===== src/rtl/frame_deserializer.sv =====
// Serial-to-parallel deserializer with sync-word frame alignment.
// Hunts for SYNC_WORD, emits FRAME_WORDS payload words per frame and re-checks sync with a flywheel.
module frame_deserializer #(
  parameter int                DATA_W      = 32,
  parameter logic [DATA_W-1:0] SYNC_WORD   = 32'hA5A5_F00F,
  parameter int                FRAME_WORDS = 4,
  parameter int                MISS_LIMIT  = 2,
  parameter bit                MSB_FIRST   = 1'b1,
  localparam int               IDX_W       = (FRAME_WORDS > 1) ? $clog2(FRAME_WORDS) : 1
) (
  input  logic              clk,
  input  logic              rst_n,
  input  logic              bit_en,
  input  logic              data_in,
  output logic [DATA_W-1:0] data_out,
  output logic              data_valid,
  output logic [IDX_W-1:0]  word_idx,
  output logic              frame_start,
  output logic              locked,
  output logic              sync_err
);

  localparam int CW = $clog2(DATA_W + 1);
  localparam int MW = $clog2(MISS_LIMIT + 1);
  localparam logic [CW-1:0]    LAST_BIT  = CW'(DATA_W - 1);
  localparam logic [CW-1:0]    FILL_FULL = CW'(DATA_W);
  localparam logic [IDX_W-1:0] LAST_WORD = IDX_W'(FRAME_WORDS - 1);
  localparam logic [MW-1:0]    MISS_MAX  = MW'(MISS_LIMIT);

  typedef enum logic [1:0] {HUNT, PAYLOAD, CHECK} state_t;

  state_t            state;
  logic [DATA_W-1:0] shift_reg;
  logic [DATA_W-1:0] shifted;
  logic [CW-1:0]     bit_cnt;
  logic [CW-1:0]     fill_cnt;
  logic [IDX_W-1:0]  word_cnt;
  logic [MW-1:0]     miss_cnt;
  logic [MW-1:0]     miss_next;
  logic              word_done;
  logic              fill_ok;
  logic              sync_hit;

  always_comb begin
    shifted = shift_reg;
    if (MSB_FIRST) begin
      shifted = {shift_reg[DATA_W-2:0], data_in};
    end else begin
      shifted = {data_in, shift_reg[DATA_W-1:1]};
    end
    word_done = (bit_cnt == LAST_BIT);
    // The bit being sampled now completes a full window when DATA_W-1 bits are already in.
    fill_ok   = (fill_cnt >= LAST_BIT);
    sync_hit  = (shifted == SYNC_WORD);
    miss_next = miss_cnt + MW'(1);
  end

  always_ff @(posedge clk or negedge rst_n) begin
    if (!rst_n) begin
      state       <= HUNT;
      shift_reg   <= '0;
      bit_cnt     <= '0;
      fill_cnt    <= '0;
      word_cnt    <= '0;
      miss_cnt    <= '0;
      data_out    <= '0;
      data_valid  <= 1'b0;
      word_idx    <= '0;
      frame_start <= 1'b0;
      locked      <= 1'b0;
      sync_err    <= 1'b0;
    end else begin
      data_valid  <= 1'b0;
      frame_start <= 1'b0;
      sync_err    <= 1'b0;
      if (bit_en) begin
        shift_reg <= shifted;
        if (fill_cnt != FILL_FULL) begin
          fill_cnt <= fill_cnt + CW'(1);
        end
        case (state)
          HUNT: begin
            if (fill_ok && sync_hit) begin
              state    <= PAYLOAD;
              locked   <= 1'b1;
              bit_cnt  <= '0;
              word_cnt <= '0;
              miss_cnt <= '0;
            end
          end
          PAYLOAD: begin
            if (word_done) begin
              bit_cnt     <= '0;
              data_out    <= shifted;
              data_valid  <= 1'b1;
              word_idx    <= word_cnt;
              frame_start <= (word_cnt == '0);
              if (word_cnt == LAST_WORD) begin
                word_cnt <= '0;
                state    <= CHECK;
              end else begin
                word_cnt <= word_cnt + IDX_W'(1);
              end
            end else begin
              bit_cnt <= bit_cnt + CW'(1);
            end
          end
          CHECK: begin
            if (word_done) begin
              bit_cnt <= '0;
              if (sync_hit) begin
                miss_cnt <= '0;
                state    <= PAYLOAD;
              end else begin
                sync_err <= 1'b1;
                miss_cnt <= miss_next;
                // Too many consecutive misses: drop lock and demand a fresh full window.
                if (miss_next == MISS_MAX) begin
                  state    <= HUNT;
                  locked   <= 1'b0;
                  fill_cnt <= '0;
                  miss_cnt <= '0;
                end else begin
                  state <= PAYLOAD;
                end
              end
            end else begin
              bit_cnt <= bit_cnt + CW'(1);
            end
          end
          default: begin
            state  <= HUNT;
            locked <= 1'b0;
          end
        endcase
      end
    end
  end

endmodule


===== config.mk =====
export PLATFORM = sky130hd
export DESIGN_NAME = frame_deserializer
export DESIGN_NICKNAME = d
export VERILOG_FILES = /design/src/rtl/frame_deserializer.sv
export SDC_FILE = /design/constraint.sdc
export NUM_CORES = 1
export LEC_CHECK = 0
export BUFFER_PORTS_ARGS = -buffer_cell sky130_fd_sc_hd__buf_2
export CAP_MARGIN = 20
export CORE_ASPECT_RATIO = 1.25
export CORE_MARGIN = 4
export CORE_UTILIZATION = 35
export CTS_BUF_LIST = sky130_fd_sc_hd__clkbuf_4
export DETAILED_ROUTE_END_ITERATION = 8
export PLACE_DENSITY = 0.53
export SYNTH_ARGS = -nofsm -noshare
export SYNTH_HDL_FRONTEND = slang
export SYNTH_SLANG_ARGS = --single-unit
export TNS_END_PERCENT = 1

===== constraint.sdc =====
create_clock -name clk -period 2.4 [get_ports clk]
set_input_delay 0.48 -clock clk [delete_from_list [all_inputs] [get_ports clk]]
set_output_delay 0.48 -clock clk [all_outputs]
set_load 0.005 [all_outputs]

**Yosys cells after proc, flatten, opt, wreduce, memory -nomap -nowiden**

Index checks and enable logic that the tools add are counted.

- Register bits after elaboration: 87
- Bits of input ports: 4

- Add/subtract/negate cells: 4
- $lt $le $gt $ge: 1
- Equality and inequality tests: 13
- Mux-type cells: 38
- Bitwise gates (word level): 1
- Reductions and logical operators: 13

Operator list:

| operator | number |
|---|---|
| 6-bit two-way mux | 7 |
| 32-bit == test (second input constant) | 1 |
| 2-bit two-way mux | 10 |
| 1-bit two-way mux | 16 |
| 6-bit by 1-bit adder with 6-bit output (second input constant) | 2 |
| 2-bit inequality test (second input constant) | 6 |
| 6-bit one-hot mux with 2 select lines | 1 |
| 2-bit one-hot mux with 2 select lines | 2 |
| 4-bit AND reduction | 2 |
| 2-bit == test (second input constant) | 3 |
| 6-bit by 5-bit == test with 1-bit output (second input constant) | 1 |
| 6-bit by 5-bit greater-or-equal comparator with 1-bit output (second input constant) | 1 |
| 6-bit inequality test (second input constant) | 1 |
| 2-bit one-hot mux with 3 select lines | 1 |
| 3-bit AND reduction | 2 |
| 6-bit AND reduction | 1 |
| 2-bit nonzero test | 3 |
| 5-bit AND reduction | 1 |
| 2-bit by 1-bit adder with 2-bit output (second input constant) | 2 |
| 2-bit zero test | 2 |
| 1-bit one-hot mux with 3 select lines | 1 |
| 2-bit by 1-bit == test with 1-bit output (second input constant) | 1 |
| 2-bit OR reduction | 1 |
| 1-bit logical AND | 1 |
| 1-bit NOT | 1 |

**Longest topological paths before layout**

- Depth after elaboration: 6
- Depth in mapped cells: 8

**Worst setup path after synthesis**

OpenSTA, ideal clock, no wires.

- Path type: flip-flop to flip-flop
- From: register shift_reg[3]
- To: register bit_cnt[4]
- Setup time: 0.127 ns
- Arrival time: 1.703 ns
- Data required time: 2.273 ns
- Slack: 0.570 ns
- Stages on the path, launching flop included: 7
- Clock period less this slack: 1.830 ns
- Cell sequence: dfrtp_1 nor4_2 nand4_2 o41a_1 buf_6 o21ai_2 o41ai_2

- Cells in the longest elaborated chain, start to end: 4

Ends and longest elaborated chain:

| element | line | text |
|---|---|---|
| start: declaration | 33 | `logic [DATA_W-1:0] shift_reg;` |
| start signal: assignment | 77 | `shift_reg <= shifted;` |
| 32-bit == test | 54 | `sync_hit = (shifted == SYNC_WORD);` |
| 1-bit logical AND | 83 | `if (fill_ok && sync_hit) begin` |
| 2-bit inequality test (no source line) | - |  |
| 3-bit AND reduction (no source line) | - |  |
| end signal: assignment | 105 | `bit_cnt <= bit_cnt + CW'(1);` |
| end signal: assignment | 128 | `bit_cnt <= bit_cnt + CW'(1);` |
| end: declaration | 35 | `logic [CW-1:0] bit_cnt;` |

No other way between the ends.
A chain may end at the register's enable or synchronous reset.

**Worst setup path after layout**

- From: register shift_reg[3]
- To: register bit_cnt[2]

Same word-level chain as after synthesis.

==> summary.md <==
| Metric | Value |
|---|---|
| Status | `complete, no violations` |
| Smallest hold slack | `0.286 ns` |
| Most frequent cell after synthesis | `nand2_1` |
| WL met1 | `3.73 mm` |
| Final core utilization | `41.1%` |
| Largest register FFs | `32` |
| Post-CTS Setup Inserts | `0` |
| Bufs on Longest Clock Path | `2` |
| Starting Density | `36.2%` |
| Top_reg_cell synth | `dfrtp_1` |
| Routed WL per cell | `14.7 um` |
| Worst Setup Path Type | `reg2reg` |
| Placed instance area | `4270 um^2` |
| Final Hold Fails | `0` |
| Initial DRC Count | `90` |
| Synth async-reset ratio | `100%` |
| Worst Hold Class | `in2reg` |
| Worst-path maximum fanout | `11` |
| Largest net degree at the start of global routing | `35` |
| Via count | `2697` |
| FMAX | `0.473 GHz` |
| Sequential area share after synthesis | `56.1%` |
| Setup violators final | `0` |
| Final min period | `2.11 ns` |
| Slowest CP cell | `o41a_1` |
| Top cell types by occurrence after synthesis | `109 x nand2_1, 87 x dfrtp_1, 32 x mux2_2, 12 x inv_1` |
| Synth top area cells | `dfrtp_1 56%, nand2_1 11%, mux2_2 9.3%` |
| Worst setup SP type | `flop` |
| Highest metal used | `met4` |
| Clock tree sinks | `87` |
| Total negative slack | `0 ns` |
| CTS tree | `done` |
| # fillers | `1108` |
| Leakage | `2.27 nW` |
| Number of synthesized flops with an enable pin | `0` |
| CTS buffer count | `9` |
| Pwr/cell area | `737 nW/um^2` |
| Slew HR | `61.3%` |
| Detailed placement HPWL | `5.54 mm` |
| Post-synthesis cell type count | `49` |
| Max stage delay on crit path | `0.68 ns` |
| Initial antenna violation count | `0` |
| Fin crit share | `88.0%` |
| Mapped Nets | `370` |
| First-pass GRT wire length | `13.6 mm` |
| Die area | `12800 um^2` |
| Mean Syn Cell Area | `10.9 um^2` |
| Worst-Skew Late Latency | `0.44 ns` |
| I/O Buffers | `41` |
| Vias per cell | `4.99` |
| Wire length on met3 | `260 um` |
| RSZ-0062 raised after global routing | `false` |
| Yosys Warn Count | `0` |
| Std-Cell Rows | `42` |
| Mapped Cells | `357` |
| Post-synthesis instance area | `3880 um^2` |
| Clk root buf | `clkbuf_4` |
| Slew Limit Fails | `0` |
| Layout cell share with drive strength beyond 1 | `27.9%` |
| ANT nets after route | `0` |
| Tot GR Track Use | `13.3%` |
| Largest area contributor in the netlist | `dfrtp_1` |
| H-tree depth | `3` |
| CTS Hold Bufs | `1` |
| Clock skew | `0.0246 ns` |
| Vias in the first global route | `2738` |
| Pre-antenna DRT Iters | `4` |
| Routed WL | `7.95 mm` |
| DRC viols | `0` |
| Met2 routed WL | `3.84 mm` |
| Die height | `126 um` |
| CP required | `2.73 ns` |
| CP Cell Sequence | `nor4_2, nand4_2, o41a_1, o21ai_2, o31ai_2` |
| Nets | `417` |
| Total gr overflow | `0` |
| Routability cong. | `0.771` |
| Yosys reg bits | `87` |
| Worst Path Arrival | `2.44 ns` |
| Worst VDD drop | `0.357 mV` |
| Ant. Diodes | `0` |
| Synth top area share | `56.1%` |
| Clock slew at reported path FFs | `0.14 ns` |
| Die width | `102 um` |
| Critical Path Sink Type | `flop` |
| Core area | `10700 um^2` |
| Design area | `4410 um^2` |
| Synth-to-Final Area Change | `13.6%` |
| Max_cap viols | `0` |
| Slew @ Worst Pin | `0.580 ns` |
| # resized after CTS | `0` |
| IO Pins | `42` |
## final timing paths
path                              start      endpoint  slack (ns)  cells past startpoint
setup / recovery           shift_reg[3]    bit_cnt[2]        0.29                      5
hold / removal                  data_in   data_out[0]        0.29                      3
setup reg to reg           shift_reg[3]    bit_cnt[2]        0.29                      5
hold reg to reg            data_out[25]  data_out[25]        0.48                      2
max in group asynchronous         rst_n   word_cnt[0]        1.22                      3
min in group asynchronous         rst_n   fill_cnt[4]        0.51                      2
## through the flow
stage / power, mW / worst slack (ns) / std cells
global route: 3.47 / 0.119 / 541
floorplan: 2.30 / 0.570 / 357
global placement: 2.46 / 0.272 / 524
finish: 3.25 / 0.287 / 541
CTS: 3.31 / 0.249 / 541
detailed placement: 2.48 / 0.214 / 524
## power by group
group,total (mW),internal [mW],switching [mW],leakage [nW]
sequential,1.98,1.72,0.260,1.15
combinational,0.463,0.291,0.172,1.05
clock,0.807,0.332,0.475,0.0696
total,3.25,2.34,0.907,2.27
## final cells by class
class / count / area, um^2 / area share [%]
Clock buffer: 11 / 82.6 / 1.87
Multi-Input combinational cell: 241 / 1580 / 35.9
Timing Repair Buffer: 52 / 305 / 6.92
Inverter: 13 / 48.8 / 1.11
Sequential cell: 87 / 2180 / 49.4
Clock inverter: 5 / 48.8 / 1.11
Tap cell: 132 / 165 / 3.74
## cell families (layout without fill, tap and decap cells)
| kind of cell | count (synthesis) | in the layout | share of synthesized area, % |
|---|---|---|---|
| AO/OA/AOI/OAI | 40 | 40 | 8.64 |
| adder cells (fa/ha/maj) | 9 | 9 | 2.90 |
| buffers and inverters | 29 | 81 | 3.13 |
| flip-flops | 87 | 87 | 56.1 |
| multiplexers | 34 | 34 | 9.80 |
| AND/OR/NAND/NOR | 158 | 158 | 19.4 |
## cell usage in the layout (no fill, tap or decap), types with 2 or more instances in the layout
master,Yosys,final
a21oi_1,2,2
and3_1,5,5
and4b_1,3,3
and4bb_2,5,5
buf_2,4,40
buf_4,0,10
clkbuf_4,0,11
clkinv_1,1,4
dfrtp_1,87,87
ha_1,9,9
inv_1,12,12
mux2_2,32,32
mux2i_1,2,2
nand2_1,109,109
nand2b_1,2,2
nand3_1,8,8
nand3b_1,3,3
nand4_1,2,2
nand4_2,2,2
nor2_1,6,6
nor2b_1,3,3
nor3_1,3,3
o2111ai_1,2,2
o21a_1,2,2
o21ai_0,10,10
o21ai_2,3,3
o2bb2ai_1,3,3
o32ai_1,3,3
o41ai_2,2,2
or2_2,2,2
## per-layer routing
layer	up-vias	global-route usage (%)
li1	1321	-
met1	1327	17.7
met2	40	20.6
met3	9	3.32
met4	0	5.25
met5	-	0
## critical path: cells and delay by family (launching register included)
kind / cells / cell delay [ns]
DFF: 1 / 0.44
AOI/OAI and AO/OA: 3 / 0.99
and+or+nand+nor: 2 / 0.58
(Power assumes the default switching activity.)
